`config.mk`:
```
export PLATFORM = sky130hd
export DESIGN_NAME = uart_tx_queue
export DESIGN_NICKNAME = d
export VERILOG_FILES = /design/src/rtl/uart_tx_queue.sv
export SDC_FILE = /design/constraint.sdc
export NUM_CORES = 1
export LEC_CHECK = 0
export ABC_AREA = 1
export CELL_PAD_IN_SITES_DETAIL_PLACEMENT = 1
export CELL_PAD_IN_SITES_GLOBAL_PLACEMENT = 1
export CORE_MARGIN = 1.5
export CORE_UTILIZATION = 52
export DETAILED_ROUTE_END_ITERATION = 7
export GPL_ROUTABILITY_DRIVEN = 1
export HOLD_SLACK_MARGIN = 0.06
export PLACE_DENSITY = 0.85
export SYNTH_ARGS = -nofsm -noshare
export SYNTH_HDL_FRONTEND = slang
export SYNTH_SLANG_ARGS = --single-unit
```
`constraint.sdc`:
```
create_clock -name clk -period 3.2 [get_ports clk]
set_input_delay 0.64 -clock clk [delete_from_list [all_inputs] [get_ports clk]]
set_output_delay 0.64 -clock clk [all_outputs]
set_load 0.02 [all_outputs]
```
`src/rtl/uart_tx_queue.sv`:
```
// uart_tx_queue
// Byte FIFO plus handshake sequencer sitting directly in front of the UART
// transmitter. The host pushes bytes at clk rate. The sequencer presents the
// head byte, pulses Tx_WR, waits for TX_BUSY to rise (commit/pop) and then to
// fall (frame done). If the transmitter never starts, the byte stays queued
// and is presented again on the next LOAD.
//
// Optional build feature: define UART_TXQ_OVF_CNT_EN to add a saturating
// 16-bit ovf_count output counting dropped pushes.
//
// state     | meaning
// ----------+-----------------------------------------------------------
// IDLE      | TX_EN low; waiting for a queued byte and tx_enable
// LOAD      | head byte on Tx_DATA, Tx_WR pulsed for this single cycle
// WAIT_BUSY | waiting for TX_BUSY to rise; START_TIMEOUT cycle limit
// WAIT_DONE | byte popped; waiting for TX_BUSY to fall (no limit)

module uart_tx_queue #(
    parameter int DEPTH         = 16,
    parameter int AW            = 4,
    parameter int START_TIMEOUT = 20000
) (
    input  logic          clk,
    input  logic          reset,
    input  logic          wr_en,
    input  logic [7:0]    wr_data,
    input  logic          tx_enable,
    output logic          full,
    output logic          empty,
    output logic [AW:0]   level,
    output logic          overflow,
    output logic [7:0]    Tx_DATA,
    output logic          Tx_WR,
    output logic          TX_EN,
    input  logic          TX_BUSY,
    output logic          err_timeout
`ifdef UART_TXQ_OVF_CNT_EN
    ,
    output logic [15:0]   ovf_count
`endif
);

    localparam int TW = (START_TIMEOUT > 1) ? $clog2(START_TIMEOUT) : 1;
    localparam logic [TW-1:0] TIMER_LAST = TW'(START_TIMEOUT - 1);
    localparam logic [TW-1:0] TIMER_ONE  = TW'(1);
    localparam logic [AW:0]   LEVEL_FULL = (AW + 1)'(DEPTH);
    localparam logic [AW:0]   LEVEL_ONE  = (AW + 1)'(1);
    localparam logic [AW-1:0] PTR_ONE    = AW'(1);

    typedef enum logic [1:0] {
        IDLE      = 2'd0,
        LOAD      = 2'd1,
        WAIT_BUSY = 2'd2,
        WAIT_DONE = 2'd3
    } state_t;

    logic [7:0]    mem [DEPTH];
    logic [AW-1:0] wr_ptr;
    logic [AW-1:0] rd_ptr;
    logic [AW:0]   level_n;
    logic          push;
    logic          commit;

    state_t        state;
    state_t        state_n;
    logic [TW-1:0] timer;
    logic [TW-1:0] timer_n;
    logic [7:0]    tx_data_n;
    logic          tx_wr_n;
    logic          tx_en_n;
    logic          err_n;

    // Pushes are gated by the registered full flag, so a same-cycle pop
    // never makes room for a push arriving while full.
    assign push = wr_en && !full;

    // Next entry count from push/commit; both together leave it unchanged.
    always_comb begin
        level_n = level;
        if (push && !commit) begin
            level_n = level + LEVEL_ONE;
        end else if (!push && commit) begin
            level_n = level - LEVEL_ONE;
        end
    end

    // Storage array write; contents need no reset because level gates reads.
    always_ff @(posedge clk) begin
        if (push) begin
            mem[wr_ptr] <= wr_data;
        end
    end

    // Pointers, count and status flags.
    always_ff @(posedge clk or posedge reset) begin
        if (reset) begin
            wr_ptr   <= '0;
            rd_ptr   <= '0;
            level    <= '0;
            full     <= 1'b0;
            empty    <= 1'b1;
            overflow <= 1'b0;
        end else begin
            if (push) begin
                wr_ptr <= wr_ptr + PTR_ONE;
            end
            if (commit) begin
                rd_ptr <= rd_ptr + PTR_ONE;
            end
            level    <= level_n;
            full     <= (level_n == LEVEL_FULL);
            empty    <= (level_n == '0);
            overflow <= wr_en && full;
        end
    end

    // Sequencer state register with registered handshake outputs.
    always_ff @(posedge clk or posedge reset) begin
        if (reset) begin
            state       <= IDLE;
            timer       <= '0;
            Tx_DATA     <= 8'h00;
            Tx_WR       <= 1'b0;
            TX_EN       <= 1'b0;
            err_timeout <= 1'b0;
        end else begin
            state       <= state_n;
            timer       <= timer_n;
            Tx_DATA     <= tx_data_n;
            Tx_WR       <= tx_wr_n;
            TX_EN       <= tx_en_n;
            err_timeout <= err_n;
        end
    end

    // Next-state and next-output decode.
    always_comb begin
        state_n   = state;
        timer_n   = timer;
        tx_data_n = Tx_DATA;
        tx_wr_n   = 1'b0;
        tx_en_n   = 1'b0;
        err_n     = 1'b0;
        commit    = 1'b0;
        case (state)
            IDLE: begin
                if (!empty && tx_enable) begin
                    state_n   = LOAD;
                    tx_data_n = mem[rd_ptr];
                    tx_wr_n   = 1'b1;
                    tx_en_n   = 1'b1;
                end
            end
            LOAD: begin
                state_n = WAIT_BUSY;
                timer_n = '0;
                tx_en_n = 1'b1;
            end
            WAIT_BUSY: begin
                tx_en_n = 1'b1;
                if (TX_BUSY) begin
                    commit  = 1'b1;
                    state_n = WAIT_DONE;
                end else if (timer == TIMER_LAST) begin
                    err_n   = 1'b1;
                    tx_en_n = 1'b0;
                    state_n = IDLE;
                end else begin
                    timer_n = timer + TIMER_ONE;
                end
            end
            WAIT_DONE: begin
                tx_en_n = 1'b1;
                if (!TX_BUSY) begin
                    tx_en_n = 1'b0;
                    state_n = IDLE;
                end
            end
            default: begin
                state_n = IDLE;
            end
        endcase
    end

`ifdef UART_TXQ_OVF_CNT_EN
    // Saturating count of dropped pushes, cleared only by reset.
    always_ff @(posedge clk or posedge reset) begin
        if (reset) begin
            ovf_count <= 16'h0000;
        end else if (wr_en && full && (ovf_count != 16'hFFFF)) begin
            ovf_count <= ovf_count + 16'd1;
        end
    end
`endif

endmodule

```
==> results.json <==
{
  "status": "complete, no violations",
  "grt_pass1_vias": 6055,
  "cts_tree": "yes",
  "required_ns": 3.28,
  "drt-vias-per-instance": 5.900,
  "yosys-mux-area-fraction_pct": 0,
  "timing.critical_path.slowest_cell_delay_ns": 0.67,
  "grtUsageTotal_pct": 30.47,
  "synth.avg_cell_area_um2": 10.27,
  "power_switching_mw": 3.270,
  "synth_common_cells": "nand2_1, edfxtp_1, nand3_1",
  "rows": 43,
  "p_sw_share_pct": 40.54,
  "fin_crit_sh_pct": 77.79,
  "synthArstFlopShare_pct": 25.58,
  "die-height_um": 123.7,
  "startpoint_type": "input port",
  "crit_type": "input port to register",
  "grt_max_degree": 67,
  "port_buffers": 31,
  "post_cts_buffers": 0,
  "first_iter_violations": 573,
  "cts_buffers": 17,
  "ios": 32,
  "cts_hold_buf": 0,
  "yosysSeqAreaShare_pct": 65.33,
  "rsz0062_at_grt": "false",
  "hold_path_depth": 2,
  "routed_wl_mm": 21.52,
  "synth_top_area_share_pct": 50.77,
  "dp_hpwl_mm": 13.78,
  "fp.dieArea_um2": 15290,
  "synthSimpleGateAreaFrac_pct": 26.92,
  "initial_core_util_pct": 53.92,
  "finalSetupViolCount": 0,
  "ant_nets": 0,
  "r2r_cells": 8,
  "yosysWarnings": 0,
  "dr.pass1.iters": 5,
  "synthTopCellsByArea": "edfxtp_1, dfrtp_1, nand2_1",
  "tightest_slew_ns": 1.109,
  "synth_edf_count": 128,
  "yosysUniqueCellTypes": 33,
  "fin_setup_tns_ns": 0,
  "clkPwrFrac_pct": 26.3,
  "fmax_mhz": 401.7,
  "power_frac_seq_pct": 37.4,
  "syn_nets": 758,
  "synthFlopType": "edfxtp_1",
  "htreeDepth": 4,
  "slew_violations": 0,
  "gp_congestion": 0.8484,
  "finClkSkew_ns": 0.01016,
  "synth.most_common_cell": "nand2_1",
  "cts-root-buf": "clkbuf_16",
  "hold_viol": 0,
  "endpoint_kind": "register",
  "synth_compound_area_share_pct": 1.372,
  "wl_per_cell_um": 22.25,
  "synth_largest_area_cell": "edfxtp_1",
  "vias": 5705,
  "dpl.cell_count": 935,
  "finalPower_mw": 8.067,
  "power_density_nw_per_um2": 930.8,
  "clk_pin_slew_ns": 0.07,
  "worstSkewPairLatency_ns": 0.45,
  "cts_max_path_buffers": 2,
  "remaining_drc_errors": 0,
  "synth_cells": 737,
  "netlist_area_um2": 7571,
  "critPathMaxFanout": 8,
  "cts_resized": 0,
  "antenna_found_initial": 0,
  "stdcell_count": 967,
  "drive_gt1_share_pct": 9.911,
  "synth_xor_area_share_pct": 1.157,
  "critical_path_arrival_ns": 2.56,
  "synth_top_family_by_area": "simple AND/OR/NAND/NOR gates",
  "core-area_um2": 14040,
  "diodes": 0,
  "holdCritPathClass": "register to register",
  "cp_common_cell": "nor2_1",
  "globalRouteOverflowTotal": 0,
  "period_minus_slack_ns": 2.489,
  "syn_to_final_growth_pct": 14.48,
  "yosys_register_bits": 172,
  "combPwrFrac_pct": 36.3,
  "crit_chain": "clkdlybuf4s50_1 -> inv_1 -> nor2_1 -> nand2_1 -> nor2_1",
  "synth_fa_ha_area_share_pct": 1.322,
  "p_int_mw": 4.797,
  "max-cap-violations": 0,
  "clkSinkCount": 172,
  "grt_pass1_wl_mm": 33.45,
  "relSlewSlack_pct": 26.00,
  "cellLeakagePower_nw": 3.491,
  "vdd_drop_max_v": 0.0007616,
  "dieWidth_um": 123.7,
  "final_nets": 795,
  "slowest_stage": "nor2_1"
}
==> cells in the final DEF, fill, tap and decap left out, types with 3 or more instances in the layout <==
master	count
a21oi_1	3
buf_4	14
clkbuf_16	17
clkdlybuf4s50_1	31
clkinvlp_4	3
dfrtp_1	42
edfxtp_1	128
ha_1	8
inv_1	33
inv_2	8
inv_6	4
nand2_1	258
nand2_2	3
nand2_4	5
nand3_1	120
nand3_2	4
nand4_1	9
nor2_1	40
nor2_2	6
nor3_1	7
o21ai_0	9
o21ai_1	3
xor2_1	9
==> cell families after synthesis <==
group           after synthesis
simple gates                458
flops                       172
buf+inv                      70
compound gates               19
xor+xnor                     10
fa+ha+maj                     8
==> layout make-up <==
cell class                      count  area, µm²
Sequential cell                   172       4947
Multi-Input combinational cell    495       2330
Timing Repair Buffer               45      415.4
Inverter                           43      161.4
Tap cell                          180      225.2
Clock buffer                       18      429.2
Fill cell                        1521       5375
Clock inverter                     14      158.9
==> stage by stage <==
step           utilization, %  hold WS (ns)  setup slack, ns  area [µm²]
2_1_floorplan               -        0.4678            1.244        7571
3_3_place_gp            57.53        0.4640           0.4763        8079
3_5_place_dp            57.53        0.4686           0.3695        8079
4_1_cts                 61.72        0.4877           0.8035        8667
5_1_grt                 61.72        0.5235           0.6667        8667
6_report                61.72        0.4964           0.7107        8667
==> path summary, 6_finish.rpt <==
| kind | slack [ns] | start | to |
|---|---|---|---|
| setup / recovery | 0.71 | wr_en | mem[11][5] |
| hold / removal | 0.50 | Tx_DATA[3] | Tx_DATA[3] |
| setup reg to reg | 0.96 | rd_ptr[1] | Tx_DATA[6] |
| hold reg to reg | 0.50 | Tx_DATA[3] | Tx_DATA[3] |
| max in group asynchronous | 1.91 | reset | timer[11] |
| min in group asynchronous | 0.60 | reset | overflow |
==> state kept, by name, indices dropped and copies added, names as in the netlist, 2 cells and up <==
register	cells
mem	128
timer	15
Tx_DATA	8
level	5
rd_ptr	4
wr_ptr	4
state	2
==> power groups by stage <==
stage	clock (mW)	combinational [mW]	sequential, mW
after floorplan	0	1.76	3.10
after global placement	0	2.65	3.01
after detailed placement	0	2.85	3.05
after CTS	2.12	2.92	3.01
after global routing	2.19	3.19	3.05
final	2.12	2.93	3.02
==> critical path, delay by kind of cell <==
family	cells	cell delay, ns
buffers and inverters	2	0.55
and+or+nand+nor	3	1.37
==> layer usage <==
metal,GRT usage (%),share of wire (%),up-vias
met5,0,0,-
met4,15.73,3.6,0
met3,6.227,5.4,72
met2,50.79,50,217
met1,37.71,41,2858
li1,-,-,2558
Power figures use the tool's default switching activity.
